**config.mk**
```make
export PLATFORM = sky130hd
export DESIGN_NAME = mux_sel_sequencer
export DESIGN_NICKNAME = d
export VERILOG_FILES = /design/src/rtl/mux_seq_pkg.sv /design/src/rtl/mux_seq_next_ch.sv /design/src/rtl/mux_sel_sequencer.sv
export SDC_FILE = /design/constraint.sdc
export NUM_CORES = 1
export LEC_CHECK = 0
export BUFFER_PORTS_ARGS = -buffer_cell sky130_fd_sc_hd__buf_2
export CAP_MARGIN = 20
export CORE_ASPECT_RATIO = 1.25
export CORE_MARGIN = 1.5
export CORE_UTILIZATION = 35
export CTS_CLUSTER_SIZE = 10
export DETAILED_ROUTE_END_ITERATION = 8
export RECOVER_POWER = 50
export REMOVE_ABC_BUFFERS = 1
export SLEW_MARGIN = 30
export SYNTH_ARGS = -nofsm -noshare
export SYNTH_HDL_FRONTEND = slang
export SYNTH_SLANG_ARGS = --single-unit
```
**constraint.sdc**
```tcl
create_clock -name clk -period 3.95 [get_ports clk]
set_input_delay 0.79 -clock clk [delete_from_list [all_inputs] [get_ports clk]]
set_output_delay 0.79 -clock clk [all_outputs]
set_load 0.02 [all_outputs]
```
**src/rtl/mux_seq_pkg.sv**
```systemverilog
// Shared types and helpers for the 4:1 mux select sequencer.
package mux_seq_pkg;

  localparam int unsigned NUM_CH = 4;
  localparam int unsigned SEL_W  = 2;

  typedef enum logic [1:0] {
    IDLE,
    LOAD,
    SCAN
  } seq_state_e;

  // Index of the lowest set bit; 0 when the mask is empty.
  function automatic logic [SEL_W-1:0] lowest_set(input logic [NUM_CH-1:0] m);
    lowest_set = '0;
    for (int unsigned i = NUM_CH; i > 0; i--) begin
      if (m[i-1]) lowest_set = SEL_W'(i - 1);
    end
  endfunction

endpackage

```
**src/rtl/mux_seq_next_ch.sv**
```systemverilog
// Combinational round-robin search for the next enabled channel after cur_ch.
module mux_seq_next_ch
  import mux_seq_pkg::*;
(
  input  logic [SEL_W-1:0]  cur_ch,
  input  logic [NUM_CH-1:0] mask,
  output logic [SEL_W-1:0]  nxt_ch,
  output logic              wrap,
  output logic              none
);

  logic             found;
  logic [SEL_W-1:0] idx;

  // Candidates are cur+1, cur+2, cur+3 and finally cur itself.
  always_comb begin
    nxt_ch = cur_ch;
    found  = 1'b0;
    idx    = '0;
    for (int unsigned i = 1; i <= NUM_CH; i++) begin
      idx = cur_ch + SEL_W'(i);
      if (!found && mask[idx]) begin
        nxt_ch = idx;
        found  = 1'b1;
      end
    end
    none = (mask == '0);
    wrap = !none && (nxt_ch <= cur_ch);
  end

endmodule

```
**src/rtl/mux_sel_sequencer.sv**
```systemverilog
// Round-robin S1/S0 select generator with per-channel dwell and output snapshot.
// Optional build macro MUX_SEQ_CHANGE_EN adds the 'change' output.
module mux_sel_sequencer
  import mux_seq_pkg::*;
#(
  parameter int unsigned DWELL = 8,
  parameter int unsigned CNT_W = 16
) (
  input  logic              clk,
  input  logic              rst,
  input  logic              en,
  input  logic [NUM_CH-1:0] mask,
  input  logic              hold,
  input  logic              mux_o,
  output logic              S1,
  output logic              S0,
  output logic              sel_valid,
  output logic [NUM_CH-1:0] snap,
  output logic              scan_done
`ifdef MUX_SEQ_CHANGE_EN
  ,
  output logic              change
`endif
);

  seq_state_e        state_q, state_d;
  logic [SEL_W-1:0]  ch_q, ch_d;
  logic [SEL_W-1:0]  sel_q, sel_d;
  logic [CNT_W-1:0]  cnt_q, cnt_d;
  logic [NUM_CH-1:0] snap_q, snap_d;
  logic              done_d;
  logic              sample;

  logic [SEL_W-1:0]  nxt_ch;
  logic              nxt_wrap;
  logic              nxt_none;

  mux_seq_next_ch u_next_ch (
    .cur_ch (ch_q),
    .mask   (mask),
    .nxt_ch (nxt_ch),
    .wrap   (nxt_wrap),
    .none   (nxt_none)
  );

  always_comb begin
    state_d = state_q;
    ch_d    = ch_q;
    cnt_d   = cnt_q;
    snap_d  = snap_q;
    done_d  = 1'b0;
    sample  = 1'b0;
    unique case (state_q)
      IDLE: begin
        if (en && (mask != '0)) state_d = LOAD;
      end
      LOAD: begin
        if (!en || (mask == '0)) begin
          state_d = IDLE;
        end else begin
          ch_d    = lowest_set(mask);
          cnt_d   = '0;
          state_d = SCAN;
        end
      end
      SCAN: begin
        if (!en) begin
          state_d = IDLE;
        end else if (!hold) begin
          if (cnt_q == CNT_W'(DWELL - 1)) begin
            sample         = 1'b1;
            snap_d[ch_q]   = mux_o;
            cnt_d          = '0;
            // An empty mask still lets the final sample land before idling.
            if (nxt_none) begin
              state_d = IDLE;
            end else begin
              ch_d   = nxt_ch;
              done_d = nxt_wrap;
            end
          end else begin
            cnt_d = cnt_q + 1'b1;
          end
        end
      end
      default: state_d = IDLE;
    endcase
    sel_d = (state_d == SCAN) ? ch_d : '0;
  end

  always_ff @(posedge clk) begin
    if (rst) begin
      state_q   <= IDLE;
      ch_q      <= '0;
      sel_q     <= '0;
      cnt_q     <= '0;
      snap_q    <= '0;
      sel_valid <= 1'b0;
      scan_done <= 1'b0;
    end else begin
      state_q   <= state_d;
      ch_q      <= ch_d;
      sel_q     <= sel_d;
      cnt_q     <= cnt_d;
      snap_q    <= snap_d;
      sel_valid <= (state_d == SCAN);
      scan_done <= done_d;
    end
  end

  assign S1   = sel_q[1];
  assign S0   = sel_q[0];
  assign snap = snap_q;

`ifdef MUX_SEQ_CHANGE_EN
  logic seen_q;

  always_ff @(posedge clk) begin
    if (rst) begin
      seen_q <= 1'b0;
      change <= 1'b0;
    end else begin
      change <= sample && seen_q && (mux_o != snap_q[ch_q]);
      if (sample) seen_q <= 1'b1;
    end
  end
`endif

endmodule

```
==> run metrics <==
final core occ 0.391; number of synthesized flops with an enable pin 0; Hold Path Class flop to flop; Overflow after GRT 0; Layout Skew 10.4 ps; area leader, netlist dfxtp_1; die footprint 5800 µm²; largest net degree at the start of global routing 16; maxcap violations 1; vias in the first global route 1,522; DP Wirelength 3100 µm; RR Endpoint scan_done; Slew HR -0.0997; ratio of cells with drive above 1 in the final layout 0.0973; # Post-CTS Setup Buffers 0; row cnt 29; final setup vio count 0; asr flop ratio synth 0; Final ANT Viol Nets 0; most frequent cell after synthesis dfxtp_1; Vias 1,613; VDD IR max 0.129 mV; #FFs+latches synth 28; latest clock arrival within the worst-skew pair 280 ps; clock buffer depth 2; CTS tree yes; crit path time final 3180 ps; critical setup path kind flop to flop; Design Area, Final 2000 µm²; Die Span Y 84.8 µm; area added between synthesis and finish 6.81%; FF-to-FF setup slack 770 ps; Pins Over Slew Limit 7; TritonCTS Buffers 3; Static Leak 0.705 nW; YS warnings 0; Clock Pin Slew Worst Setup and Hold Paths 100 ps; # diodes 0; # hold bufs at CTS 0; non-filler cells, final 288; top post-synthesis cells by count dfxtp_1, nor2_1, a21oi_1, nand3_1, nand2_1; Synth top area share 0.299; Total Wirelength 4090 µm; GR Util All Layers 0.152; initial core utilization 0.366; Synth Flop Type dfxtp_1; Slew @ Worst Pin 1610 ps; WP data arrival 3360 ps; register area share after synthesis 0.299; RePlAce Congestion 0.843; critical path endpoint category flop; Worst Hold Launch cnt_q[1]; 1st-iter DRT viols 123; Avg WL per Cell 14.2 µm; DRC viols 0; core footprint 5120 µm²; post-synth cell types 53; DP Area 1970 µm²; port bufs 16; Fmax 315 MHz; status finished, violations left; Final #Nets 247; Mean Syn Cell Area 8.63 µm²; die width 68.4 µm; pwr/cell area 275 nW/µm²; top post-synthesis cells by area dfxtp_1, ha_1, mux4_2; failing checks max-capacitance violations, max-slew violations; Max FO, Critical Path 15; Hold EP cnt_q[1]; Gate Count Post-Synth 217; period utilization 0.804; worst r2r path cells 10; first-pass GRT wire length 6970 µm; RSZ-0062 raised after global routing false; Critical R2R Launch ch_q[0]; CP Launch Type flop; # resized after CTS 0; H-tree Lvls 1; antenna violations before repair 0; CTS root buffer clkbuf_8; Cell Area, Synth 1870 µm²; Post-Route Setup TNS 0 ps; Worst Path Required 4130 ps; cell count after placement 284; IO Pins 17; final hold viol count 0; worst hold stages 2; Pre-Repair DR Iteration Count 4; CTS Sinks 28; drt via density 5.60
==> logic make-up after synthesis <==
family / share of synthesized area
mux: 0.0868
simple gates: 0.249
fa+ha+maj: 0.0735
flops: 0.299
buf+inv: 0.0521
xor+xnor: 0.0608
compound gates: 0.178
==> registers in the layout, indices dropped and copies added (netlist names) <==
register,flops
ch_q,2
scan_done,1
sel_q,2
snap,4
cnt_q,16
state_q,2
sel_valid,1
==> how the worst max path moves through the flow <==
stage / slack [ps] / from / end / cells past startpoint
floorplan: 1160 / ch_q[0] / scan_done / 10
CTS: 740 / ch_q[0] / scan_done / 10
detailed placement: 770 / ch_q[0] / scan_done / 10
finish: 770 / ch_q[0] / scan_done / 10
global placement: 940 / ch_q[0] / scan_done / 10
global route: 480 / ch_q[0] / scan_done / 10
==> where the power goes <==
part | switching [mW] | internal (mW)
registers | 0.00443 | 0.285
clock network | 0.0896 | 0.0893
logic | 0.0503 | 0.0312
==> critical path: stages (launching register included) <==
cell      delay [ps]
dfxtp_1          710
clkinv_1         340
ha_1             450
mux4_2           360
nor2_1           160
a21boi_1         220
o31ai_1          100
ha_1             300
a21oi_1          130
a21oi_1           60
nor4bb_1         250
==> stage by stage <==
| stage | power, mW | hold WS (ps) | setup WS [ps] |
|---|---|---|---|
| 2_1_floorplan | 0.352 | 452 | 1160 |
| 3_3_place_gp | 0.379 | 476 | 935 |
| 3_5_place_dp | 0.380 | 483 | 772 |
| 4_1_cts | 0.559 | 497 | 737 |
| 5_1_grt | 0.578 | 548 | 479 |
| 6_report | 0.550 | 495 | 772 |
==> cell type report <==
cell class                      instances  area (µm²)
Clock buffer                            4        55.1
Fill cell                             522        3120
Inverter                               11        41.3
Multi-Input combinational cell        167        1200
Sequential cell                        28         561
Tap cell                               62        77.6
Timing Repair Buffer                   16        68.8
==> metal layers <==
| layer | global-route usage | wire [µm] | share of wire | vias up |
|---|---|---|---|---|
| met5 | 0 | 0 | 0 | - |
| met4 | 0.0491 | 69 | 0.017 | 0 |
| met3 | 0.0214 | 139 | 0.034 | 9 |
| met2 | 0.247 | 1970 | 0.48 | 36 |
| met1 | 0.204 | 1910 | 0.47 | 759 |
| li1 | - | - | - | 809 |
==> placed cells by master (no fill, tap or decap), types with 2 or more instances in the layout <==
cell type  instances
a211oi_1           2
a21boi_1           2
a21o_1             2
a21oi_1           14
a31oi_1            2
and2_1             2
and3_1             2
and4_1             2
buf_2              7
clkbuf_1           9
clkbuf_8           4
clkinv_1           2
dfxtp_1           28
ha_1              11
inv_1              8
mux2i_1            5
mux4_2             5
nand2_1           12
nand2b_1           3
nand3_1           14
nand3b_1           2
nand4_1            7
nor2_1            24
nor2b_1            2
nor3_1             8
nor4_1             5
nor4bb_1           2
o211ai_1           2
o21a_1             2
o21ai_0            4
xnor2_1            5
xor2_1             8
(Power assumes the default switching activity.)
